File: config.mk
export PLATFORM = sky130hd
export DESIGN_NAME = core_seq_ctrl
export DESIGN_NICKNAME = d
export VERILOG_FILES = /design/src/rtl/core_seq_ctrl.sv
export SDC_FILE = /design/constraint.sdc
export NUM_CORES = 1
export LEC_CHECK = 0
export ABC_CLOCK_PERIOD_IN_PS = 2100
export CAP_MARGIN = 30
export CORE_MARGIN = 3
export CORE_UTILIZATION = 45
export CTS_BUF_LIST = sky130_fd_sc_hd__clkbuf_8
export DETAILED_ROUTE_END_ITERATION = 10
export PLACE_DENSITY = 0.81
export SETUP_SLACK_MARGIN = 0.02
export SLEW_MARGIN = 20
export SYNTH_ARGS = -nofsm -noshare
export SYNTH_HDL_FRONTEND = slang
export SYNTH_SLANG_ARGS = --single-unit
File: constraint.sdc
create_clock -name i_clk -period 2.1 [get_ports i_clk]
set_input_delay 0.42 -clock i_clk [delete_from_list [all_inputs] [get_ports i_clk]]
set_output_delay 0.42 -clock i_clk [all_outputs]
set_load 0.01 [all_outputs]
File: src/rtl/core_seq_ctrl.sv
// core_seq_ctrl: core-side sequencer between the core-control map block and
// the fetch/PC logic. Drains the pipeline before pausing or before vectoring
// to the stack-overflow ISR, saves/restores the PC around the ISR and reports
// HLT instructions back to the core-control block.
//
// Ports:
//   i_clk, i_rst        clock, synchronous active-high reset
//   i_doPause           pause request (level)
//   i_intOVF            stack-overflow interrupt (level), masked while in ISR
//   i_haltInstr         HLT decoded in execute
//   i_retI              return-from-interrupt decoded in execute
//   i_pipeEmpty         nothing in flight past fetch
//   i_pcCur             PC word address of next instruction to execute
//   o_stall             freeze fetch/PC advance
//   o_flush             discard fetched instructions (pulse)
//   o_pcLoad            load o_pcLoadVal into PC (pulse)
//   o_pcLoadVal         PC load value
//   o_reportHLT         HLT seen (pulse)
//   o_inIsr             ISR in progress
//   o_savedPC           PC captured at ISR entry
//   o_drainErr          sticky: a drain timed out without i_pipeEmpty
module core_seq_ctrl (
  input  logic        i_clk,
  input  logic        i_rst,
  input  logic        i_doPause,
  input  logic        i_intOVF,
  input  logic        i_haltInstr,
  input  logic        i_retI,
  input  logic        i_pipeEmpty,
  input  logic [14:0] i_pcCur,
  output logic        o_stall,
  output logic        o_flush,
  output logic        o_pcLoad,
  output logic [14:0] o_pcLoadVal,
  output logic        o_reportHLT,
  output logic        o_inIsr,
  output logic [14:0] o_savedPC,
  output logic        o_drainErr
);

  localparam int unsigned PC_W      = 15;
  localparam int unsigned CNT_W     = 4;
  localparam int unsigned DRAIN_MAX = 15;
  localparam logic [PC_W-1:0] ISR_VECTOR = 15'h0008;

  typedef enum logic [2:0] {
    RUN         = 3'd0,
    DRAIN_PAUSE = 3'd1,
    PAUSED      = 3'd2,
    DRAIN_INT   = 3'd3,
    VECTOR      = 3'd4
  } state_t;

  state_t            state, stateNext;
  logic [CNT_W-1:0]  drainCnt, drainCntNext;
  logic              stallNext, flushNext, pcLoadNext, reportHltNext;
  logic              inIsrNext, drainErrNext;
  logic [PC_W-1:0]   pcLoadValNext, savedPcNext;

  // State and registered outputs
  always_ff @(posedge i_clk) begin
    if (i_rst) begin
      state       <= RUN;
      drainCnt    <= '0;
      o_stall     <= 1'b0;
      o_flush     <= 1'b0;
      o_pcLoad    <= 1'b0;
      o_pcLoadVal <= '0;
      o_reportHLT <= 1'b0;
      o_inIsr     <= 1'b0;
      o_savedPC   <= '0;
      o_drainErr  <= 1'b0;
    end else begin
      state       <= stateNext;
      drainCnt    <= drainCntNext;
      o_stall     <= stallNext;
      o_flush     <= flushNext;
      o_pcLoad    <= pcLoadNext;
      o_pcLoadVal <= pcLoadValNext;
      o_reportHLT <= reportHltNext;
      o_inIsr     <= inIsrNext;
      o_savedPC   <= savedPcNext;
      o_drainErr  <= drainErrNext;
    end
  end

  // Next-state and next-output decode
  always_comb begin
    stateNext     = state;
    drainCntNext  = drainCnt;
    flushNext     = 1'b0;
    pcLoadNext    = 1'b0;
    pcLoadValNext = o_pcLoadVal;
    reportHltNext = 1'b0;
    inIsrNext     = o_inIsr;
    savedPcNext   = o_savedPC;
    drainErrNext  = o_drainErr;

    case (state)
      RUN: begin
        drainCntNext = '0;
        if (i_haltInstr) begin
          reportHltNext = 1'b1;
          stateNext     = DRAIN_PAUSE;
        end else if (i_doPause) begin
          stateNext = DRAIN_PAUSE;
        end else if (i_intOVF && !o_inIsr) begin
          stateNext = DRAIN_INT;
        end else if (i_retI && o_inIsr && !o_pcLoad) begin
          // ~o_pcLoad keeps loads/flushes from landing on back-to-back cycles
          pcLoadNext    = 1'b1;
          pcLoadValNext = o_savedPC;
          flushNext     = 1'b1;
          inIsrNext     = 1'b0;
        end
      end

      DRAIN_PAUSE, DRAIN_INT: begin
        if (i_pipeEmpty) begin
          drainCntNext = '0;
          stateNext    = (state == DRAIN_PAUSE) ? PAUSED : VECTOR;
        end else if (drainCnt == CNT_W'(DRAIN_MAX - 1)) begin
          // Counter would reach DRAIN_MAX: flag and make forced progress
          drainCntNext = '0;
          drainErrNext = 1'b1;
          stateNext    = (state == DRAIN_PAUSE) ? PAUSED : VECTOR;
        end else begin
          drainCntNext = drainCnt + CNT_W'(1);
        end
      end

      PAUSED: begin
        if (!i_doPause) begin
          stateNext = RUN;
        end
      end

      VECTOR: begin
        savedPcNext   = i_pcCur;
        inIsrNext     = 1'b1;
        pcLoadNext    = 1'b1;
        pcLoadValNext = ISR_VECTOR;
        flushNext     = 1'b1;
        stateNext     = RUN;
      end

      default: begin
        stateNext    = RUN;
        drainCntNext = '0;
      end
    endcase

    // Stall covers every non-RUN state plus the cycle the vector load lands
    stallNext = (stateNext != RUN) || (state == VECTOR);
  end

endmodule
### Word level (Yosys, flattened, before mapping)

Cells that the tools add are included.

* register bits: 42
* input port bits: 22
* output and inout port bits: 36

* add/subtract/negate cells: 1
* equality and inequality tests: 9
* multiplexer cells: 27
* bitwise operators: 2
* reductions and logical operators: 14

Operator list (count)
* $mux 15: 4
* $pmux 15 s2: 1
* $mux 3: 7
* $mux 1: 9
* $pmux 3 s3: 1
* $mux 4: 2
* $ne 2x2->1 const B: 4
* $pmux 4 s2: 1
* $eq 3x2->1 const B: 2
* $reduce_or 2->1: 3
* $reduce_and 5->1: 1
* $add 4x1->4 const B: 1
* $eq 4x4->1 const B: 1
* $pmux 1 s2: 2
* $eq 3x1->1 const B: 1
* $eq 3x3->1 const B: 1
* $logic_and 1x1->1: 3
* $logic_not 3->1: 1
* $reduce_and 3->1: 1
* $reduce_bool 3->1: 1
* $logic_not 1->1: 2
* $not 1->1: 2
* $reduce_bool 2->1: 1
* $logic_or 1x1->1: 1

### Logic depth before layout (Yosys ltp)

Gate-level depths: netlist of run 1.

* depth after elaboration: 8
* mapped depth: 7

### Worst setup path before layout of run 1

Ideal clock, no wire load.

* path kind: register -> register
* start point: reg drainCnt[0]
* end point: reg o_stall
* setup time: 0.122 ns
* arrival time: 1.438 ns
* required time: 1.978 ns
* path slack: 0.540 ns
* cell stages (with the launch flop): 7
* buffers on the path: 0
* clock period less this slack: 1.560 ns
* cells stage by stage: dfxtp_1 inv_1 ha_1 a31oi_1 xor2_1 nand2_1 a311o_1

* cells in the longest elaborated chain, start to end: 6

RTL lines
* from (decl): line 55 `logic [CNT_W-1:0] drainCnt, drainCntNext;`
* from (signal assigned): line 75 `drainCnt <= drainCntNext;`
* $eq 4x4->1: line 122 `end else if (drainCnt == CNT_W'(DRAIN_MAX - 1)) begin`
* $mux 3: line 122
* $mux 3: line 119 `if (i_pipeEmpty) begin`
* $pmux 3 s3: line 99 `case (state)`
* $reduce_bool 3->1: line 154 `stallNext = (stateNext != RUN) || (state == VECTOR);`
* $logic_or 1x1->1: line 154
* to (signal assigned): line 76 `o_stall <= stallNext;`
* to (decl): line 31 `output logic o_stall,`

Every way passes these cells.
A chain may end at the register's enable or synchronous reset.

### Worst setup path in the final report of run 1

Ends and elaborated chain as after synthesis.

==> key figures, run 1 <==
Power
  – Pwr/cell area: 648.2 nW/µm²
  – Logic pwr share: 0.101
  – Tot Pwr: 1.469 mW
  – Switching Fraction: 0.2364
  – Leakage Power: 0.7806 nW
  – Reg power frac: 0.568
  – Clock share of power: 0.331
  – Switch Pwr: 347.2 µW
  – VDD IR-drop max: 0.4188 mV
  – P_int: 1.122 mW

Logic synthesis
  – Syn Area/Cell: 8.300 µm²
  – Yosys warns: 0
  – FF+latch count, synth: 42
  – Synth cell types: 32
  – Cell Area, Synth: 1585 µm²
  – Cells after synthesis: 191
  – Syn_nets: 215
  – Seq/Total Area, Yosys: 0.5304

Clock network
  – Clock Latency Late Sink: 0.30 ns
  – Clock Tree Buf Depth: 2
  – Post-CTS setup buffers: 0
  – Hold_buf cts: 0
  – CTS tree: done
  – PostCTS Resize Cnt: 0
  – Clk slew on worst S/H paths: 0.08 ns
  – H-Tree Depth: 2
  – CTS Root Cell: clkbuf_8
  – TritonCTS Buffers: 5
  – Clock Sinks: 42

Status
  – Status: completed

Finish
  – Nets: 272
  – Share of layout cells above drive strength 1: 0.06048
  – ANT cells: 0
  – Layout Utilization: 0.7074
  – Area grow syn2layout: 42.94%
  – Fillers: 298
  – Design area: 2266 µm²

GRT
  – Largest net degree at the start of global routing: 18
  – Vias in the first global route: 1459
  – Remaining Overflow, GRT: 0
  – Global-route wire length before repair: 6534 µm
  – Initial antenna violation count: 0
  – GRT Util Overall: 0.1983

Min path
  – HP Start: o_pcLoadVal[6]$_SDFFE_PP0P_
  – Min-Delay Path Class: flip-flop to flip-flop

Floorplan
  – Ports: 58
  – DIE AREA: 4271 µm²
  – Core box area: 3203 µm²
  – # rows: 20
  – Die Height: 65.36 µm
  – DIE WIDTH: 65.36 µm
  – Initial Util: 0.4949

STA
  – Final setup fails: 0
  – Clock Skew: 0.006015 ns
  – TNS Setup: 0 ns
  – Fin crit period: 1.702 ns
  – Max Slew Vio Count: 0
  – Setup ws final: 0.3982 ns
  – Worst slew pin tran: 0.5813 ns
  – Period utilization: 0.8104
  – Fin. Hold Viols: 0
  – Max Clock Freq: 587.6 MHz
  – Slew margin rel.: 0.6124
  – RSZ-0062 raised after global routing: false

Place
  – Post-DP HPWL: 2739 µm
  – # port buffers: 57
  – Placed instance area: 2187 µm²
  – Routability congestion estimate: 0.7850
  – Post-Place Setup Slack: 0.2560 ns

Worst setup path
  – CP Launch Point: drainCnt[0]$_SDFFE_PP0N_
  – Arrival time worst endpoint: 1.89 ns
  – CP peak stage delay: 0.40 ns
  – Crit path cell chain: inv_1 > ha_1 > a31oi_1 > xor2_1 > nand2_1 > a311o_1
  – Reg-to-Reg Start: drainCnt[0]$_SDFFE_PP0N_
  – Critical path startpoint category: flip-flop
  – Worst endpoint required time: 2.29 ns
  – Crit-path max FO: 4
  – R2R setup slack: 0.40 ns
  – WS Path Type: flip-flop to flip-flop
  – Critical path's slowest cell: dfxtp_1
  – Crit path capture type: flip-flop

Routing
  – Number of remaining DRC errors: 0
  – DRT iter0 DRCs: 67
  – Post-DR vias/cell: 5.045
  – DR pass1 iterations: 4
  – Detailed Route WL: 3869 µm
  – DRT antenna net count: 0
  – Vias: 1473
  – Routed WL per cell: 13.25 µm

Flow run
  – MaxCap Viol Count: 0
[placed cells by master, fill, tap and decap left out, types with 2 or more instances in the layout]
| cell type | Yosys | routed |
|---|---|---|
| clkdlybuf4s50_1 | 0 | 57 |
| clkinv_2 | 0 | 2 |
| a21oi_1 | 33 | 33 |
| nand2_1 | 63 | 63 |
| clkbuf_8 | 0 | 5 |
| buf_4 | 2 | 5 |
| nor2_1 | 9 | 9 |
| nand2b_1 | 2 | 2 |
| xnor2_1 | 2 | 2 |
| a31oi_1 | 2 | 2 |
| ha_1 | 2 | 2 |
| and3_1 | 2 | 2 |
| dfxtp_1 | 42 | 42 |
| xor2_1 | 3 | 3 |
| nand3_1 | 2 | 2 |
[power by group through the flow]
stage / Sequential, mW / Combinational (mW) / Clock, mW
2_1_floorplan: 0.844 / 0.0822 / 0
3_3_place_gp: 0.853 / 0.146 / 0
3_5_place_dp: 0.853 / 0.149 / 0
4_1_cts: 0.834 / 0.150 / 0.489
5_1_grt: 0.837 / 0.163 / 0.533
6_report: 0.834 / 0.149 / 0.486
[worst max-delay path: cells and delay by family (launching register included)]
family,cells,cell delay [ns]
AOI/OAI and AO/OA,2,0.64
DFF,1,0.40
adders and majority gates,1,0.23
xor gates and xnor gates,1,0.18
and+or+nand+nor,1,0.08
buffers and inverters,1,0.06
[kinds of logic after synthesis]
logic type                 synth area share
DFF                                  0.5304
and+or+nand+nor                      0.2234
buffers and inverters               0.04103
AOI/OAI and AO/OA                    0.1618
adders and majority gates           0.01578
xor gates and xnor gates            0.02763
[through the flow]
step / hold WS [ns] / std cells
2_1_floorplan: 0.4805 / 191
3_3_place_gp: 0.4411 / 285
3_5_place_dp: 0.4461 / 285
4_1_cts: 0.4564 / 292
5_1_grt: 0.4841 / 292
6_report: 0.4561 / 292
[flip-flops by register name (all words and copies together) (netlist names)]
signal,count
state,3
o_stall,1
o_drainErr,1
o_reportHLT,1
drainCnt,4
o_pcLoad,1
o_pcLoadVal,15
o_savedPC,15
o_inIsr,1
[per-layer routing]
metal | global-route usage | share of wire | vias to the layer above
met5 | 0 | 0 | -
met4 | 0.09326 | 0.021 | 0
met3 | 0.05299 | 0.068 | 9
met2 | 0.3325 | 0.47 | 55
met1 | 0.2345 | 0.44 | 661
li1 | - | - | 748
[layout make-up]
type                            count  area, µm²  share of cell area
Sequential cell                    42      840.8              0.3711
Multi-Input combinational cell    136      679.4              0.2998
Timing Repair Buffer               62      608.1              0.2684
Clock buffer                        5      68.82             0.03037
Tap cell                           44      55.05             0.02430
Clock inverter                      2      10.01            0.004417
Inverter                            1      3.754            0.001657
[worst paths after layout]
| kind | end | cells past startpoint |
|---|---|---|
| worst max-delay path | o_stall$_SDFF_PP0_ | 6 |
| worst min-delay path | o_pcLoadVal[6]$_SDFFE_PP0P_ | 2 |
| worst max register to register | o_stall$_SDFF_PP0_ | 6 |
| worst min register to register | o_pcLoadVal[6]$_SDFFE_PP0P_ | 2 |
[synth_stat cells]
| cell | n | share of area |
|---|---|---|
| a2111o_1 | 1 | 0.0071 |
| a211oi_2 | 1 | 0.0079 |
| a21o_1 | 1 | 0.0047 |
| a21oi_1 | 33 | 0.10 |
| a311o_1 | 1 | 0.0063 |
| a31oi_1 | 2 | 0.0079 |
| a41oi_1 | 1 | 0.0055 |
| and2_1 | 1 | 0.0039 |
| and3_1 | 2 | 0.0079 |
| and4_1 | 1 | 0.0055 |
| buf_2 | 6 | 0.019 |
| buf_4 | 2 | 0.0095 |
| clkbuf_1 | 3 | 0.0071 |
| clkbuf_2 | 1 | 0.0032 |
| dfxtp_1 | 42 | 0.53 |
| ha_1 | 2 | 0.016 |
| inv_1 | 1 | 0.0024 |
| nand2_1 | 63 | 0.15 |
| nand2b_1 | 2 | 0.0079 |
| nand3_1 | 2 | 0.0063 |
| nand4_1 | 1 | 0.0039 |
| nor2_1 | 9 | 0.021 |
| nor2_2 | 1 | 0.0039 |
| nor3_1 | 1 | 0.0032 |
| nor3b_1 | 1 | 0.0047 |
| o2111ai_1 | 1 | 0.0055 |
| o21ai_0 | 1 | 0.0032 |
| o22ai_1 | 1 | 0.0039 |
| o41ai_1 | 1 | 0.0055 |
| or2_4 | 1 | 0.0055 |
| xnor2_1 | 2 | 0.011 |
| xor2_1 | 3 | 0.017 |
Power figures use the tool's default switching activity.
==> inputs of run 2 (changes only) <==
ABC_CLOCK_PERIOD_IN_PS = 1600   (was 2100)
clock period = 1.6 ns   (was 2.1 ns; I/O delays follow)
==> run 2 against run 1 <==
  * Core utilization rose by 4.7 points
  * Non-clock buffer count rose by 8
  * Global-route usage grew 0.17 points
  * Sequential share of layout area is 2.3 points lower
  * Count of clock-buffer cells in the layout increased by 1
  * Clock power is 110% higher
  * Worst setup slack got worse by 0.33 ns
  * Worst hold slack lost 0.00052 ns
  * Critical endpoint is now o_pcLoadVal[9]
  * Final area is 6.7% higher
  * Via count grew 3.3%
  * Wire length increased by 4.4%
  * Combinational power increased by 48%
==> key figures, run 2 (synthesis gave the netlist of run 1 again) <==
Worst setup path
  – Critical path startpoint category: flip-flop
  – Worst Path Buf+Inv: 1 (unchanged)
  – CP peak stage delay: 0.55 ns (+0.15 ns)
  – Arrival time worst endpoint: 1.22 ns (-0.67 ns)
  – WS Path Type: flip-flop to output pin
  – Worst endpoint required time: 1.28 ns (-1.01 ns)
  – Crit path capture type: output pin
  – CP top delay family: buffers and inverters
  – Critical path's slowest cell: clkdlybuf4s50_1
  – Crit-path max FO: 2 (-2)
  – Crit path cell chain: clkdlybuf4s50_1

Min path
  – Min-Delay Path Class: flip-flop to flip-flop

Routing
  – DR pass1 iterations: 5 (+1)
  – DRT iter0 DRCs: 79 (+18%)
  – DRT antenna net count: 0 (unchanged)
  – Number of remaining DRC errors: 0 (unchanged)
  – Routed WL per cell: 13.42 µm (+1.3%)
  – Vias: 1522 (+3.3%)
  – Post-DR vias/cell: 5.056 (+0.24%)
  – Detailed Route WL: 4040 µm (+4.4%)

Floorplan
  – DIE WIDTH: 65.36 µm (unchanged)
  – Core box area: 3203 µm² (unchanged)
  – Ports: 58 (unchanged)
  – # rows: 20 (unchanged)
  – Initial Util: 0.4949 (unchanged)
  – Die Height: 65.36 µm (unchanged)
  – DIE AREA: 4271 µm² (unchanged)

Clock network
  – Clock Tree Buf Depth: 2 (unchanged)
  – Clock Latency Late Sink: 0.29 ns (about the same)
  – CTS tree: done
  – H-Tree Depth: 2 (unchanged)
  – Hold_buf cts: 0 (unchanged)
  – Clock Sinks: 42 (unchanged)
  – CTS Root Cell: clkbuf_8
  – TritonCTS Buffers: 5 (unchanged)
  – Clk slew on worst S/H paths: 0.08 ns (about the same)

STA
  – TNS Setup: 0 ns (unchanged)
  – Final setup fails: 0 (unchanged)
  – Fin crit period: 1.535 ns
  – Clock Skew: 0.006601 ns (+0.0005859 ns)
  – Worst slew pin tran: 0.4325 ns (-0.1489 ns)
  – Fin. Hold Viols: 0 (unchanged)
  – Max Clock Freq: 651.4 MHz
  – Slew margin rel.: 0.7079 (+0.09547)
  – Max Slew Vio Count: 0 (unchanged)
  – Worst Hold Slack: 0.4556 ns (-0.0005210 ns)
  – RSZ-0062 raised after global routing: false
  – Period utilization: 0.9594
  – Setup ws final: 0.06494 ns (-0.3332 ns)

Finish
  – Top flop regs: o_pcLoadVal x15, o_savedPC x15, drainCnt x4
  – Nets: 280 (+2.9%)
  – Design area: 2417 µm² (+6.7%)
  – Area grow syn2layout: 52.49%
  – Most frequent cells in the layout: nand2_1 (63), clkdlybuf4s50_1 (55), dfxtp_1 (41)
  – Share of layout cells above drive strength 1: 0.1051 (+0.04457)
  – ANT cells: 0 (unchanged)
  – Most common cell after layout, fill and taps aside: nand2_1
  – Fin cells: 301 (+3.1%)

Place
  – # port buffers: 57 (unchanged)
  – Routability congestion estimate: 0.8180 (+4.2%)
  – Post-DP HPWL: 2840 µm (+3.7%)
  – Placed instance area: 2260 µm² (+3.3%)
  – Post-Place Setup Slack: -0.1490 ns (-0.4050 ns)
  – Dpl cells: 293 (+2.8%)

GRT
  – Remaining Overflow, GRT: 0 (unchanged)
  – Largest net degree at the start of global routing: 18 (unchanged)
  – Vias in the first global route: 1413 (-3.2%)
  – Initial antenna violation count: 0 (unchanged)
  – GRT Util Overall: 0.2001 (+0.001734)
  – Global-route wire length before repair: 6548 µm (+0.21%)

Power
  – Leakage Power: 0.8874 nW (+14%)
  – Pwr/cell area: 965.8 nW/µm² (+49%)
  – VDD IR-drop max: 0.7380 mV (+76%)

Status
  – Status: completed

Flow run
  – MaxCap Viol Count: 0 (unchanged)
==> run 2: cell count changes in the layout (fill, tap and decap cells not counted), sizes merged <==
cell,before,now
buf,5,13
bufinv,0,2
clkdlybuf4s50,57,55
clkinv,2,0
dlymetal6s2s,0,2
clkbuf,5,6
==> run 2: worst paths after layout <==
path	slack, ns	start	endpoint	depth (start not counted)
worst max-delay path	0.06	o_pcLoadVal[9]$_SDFFE_PP0P_	o_pcLoadVal[9]	1
worst min-delay path	0.46	o_pcLoadVal[14]$_SDFFE_PP0P_	o_pcLoadVal[14]$_SDFFE_PP0P_	2
worst min register to register	0.46	o_pcLoadVal[14]$_SDFFE_PP0P_	o_pcLoadVal[14]$_SDFFE_PP0P_	2
worst max register to register	0.06	state[0]$_SDFF_PP0_	o_stall$_SDFF_PP0_	5
==> run 2: power breakdown <==
part           leakage [nW]  switching, mW  internal (mW)
Sequential            0.340         0.0267           1.07
Combinational         0.476         0.0949          0.126
Clock                0.0714          0.354          0.665
Total                 0.887          0.475           1.86
==> run 2: worst min-delay path, delay by kind of cell (launching register included) <==
family	cells	cell delay, ns
flops	1	0.31
compound gates	1	0.05
simple gates	1	0.05
==> run 2: cell type report <==
type,instances,area (µm²)
clock buffers,6,82.58
clock inverters,2,60.06
fillers,255,785.8
inverters,1,3.754
multi-input cells,136,688.2
flip-flops and latches,42,842.1
well taps,44,55.05
repair buffers,70,685.7
==> run 2: metal layers <==
metal / up-vias / track usage / part of all wire
li1: 767 / - / -
met1: 682 / 0.2387 / 0.42
met2: 63 / 0.3274 / 0.49
met3: 10 / 0.06496 / 0.060
met4: 0 / 0.08808 / 0.025
met5: - / 0 / 0
==> run 2: timing repair <==
action | in CTS | in global routing
pin swaps | 0 | 1
setup endpoints to repair | 2 | 3
gates resized for setup | 2 | 3
setup buffers | 0 | 0
hold endpoints to repair | 0 | 0
==> run 2: per-stage QoR <==
stage               power, mW    util
finish                  2.335  0.7547
detailed placement      1.329  0.7055
global route            2.419  0.7547
CTS                     2.336  0.7523
floorplan               1.216       -
global placement        1.324  0.7055
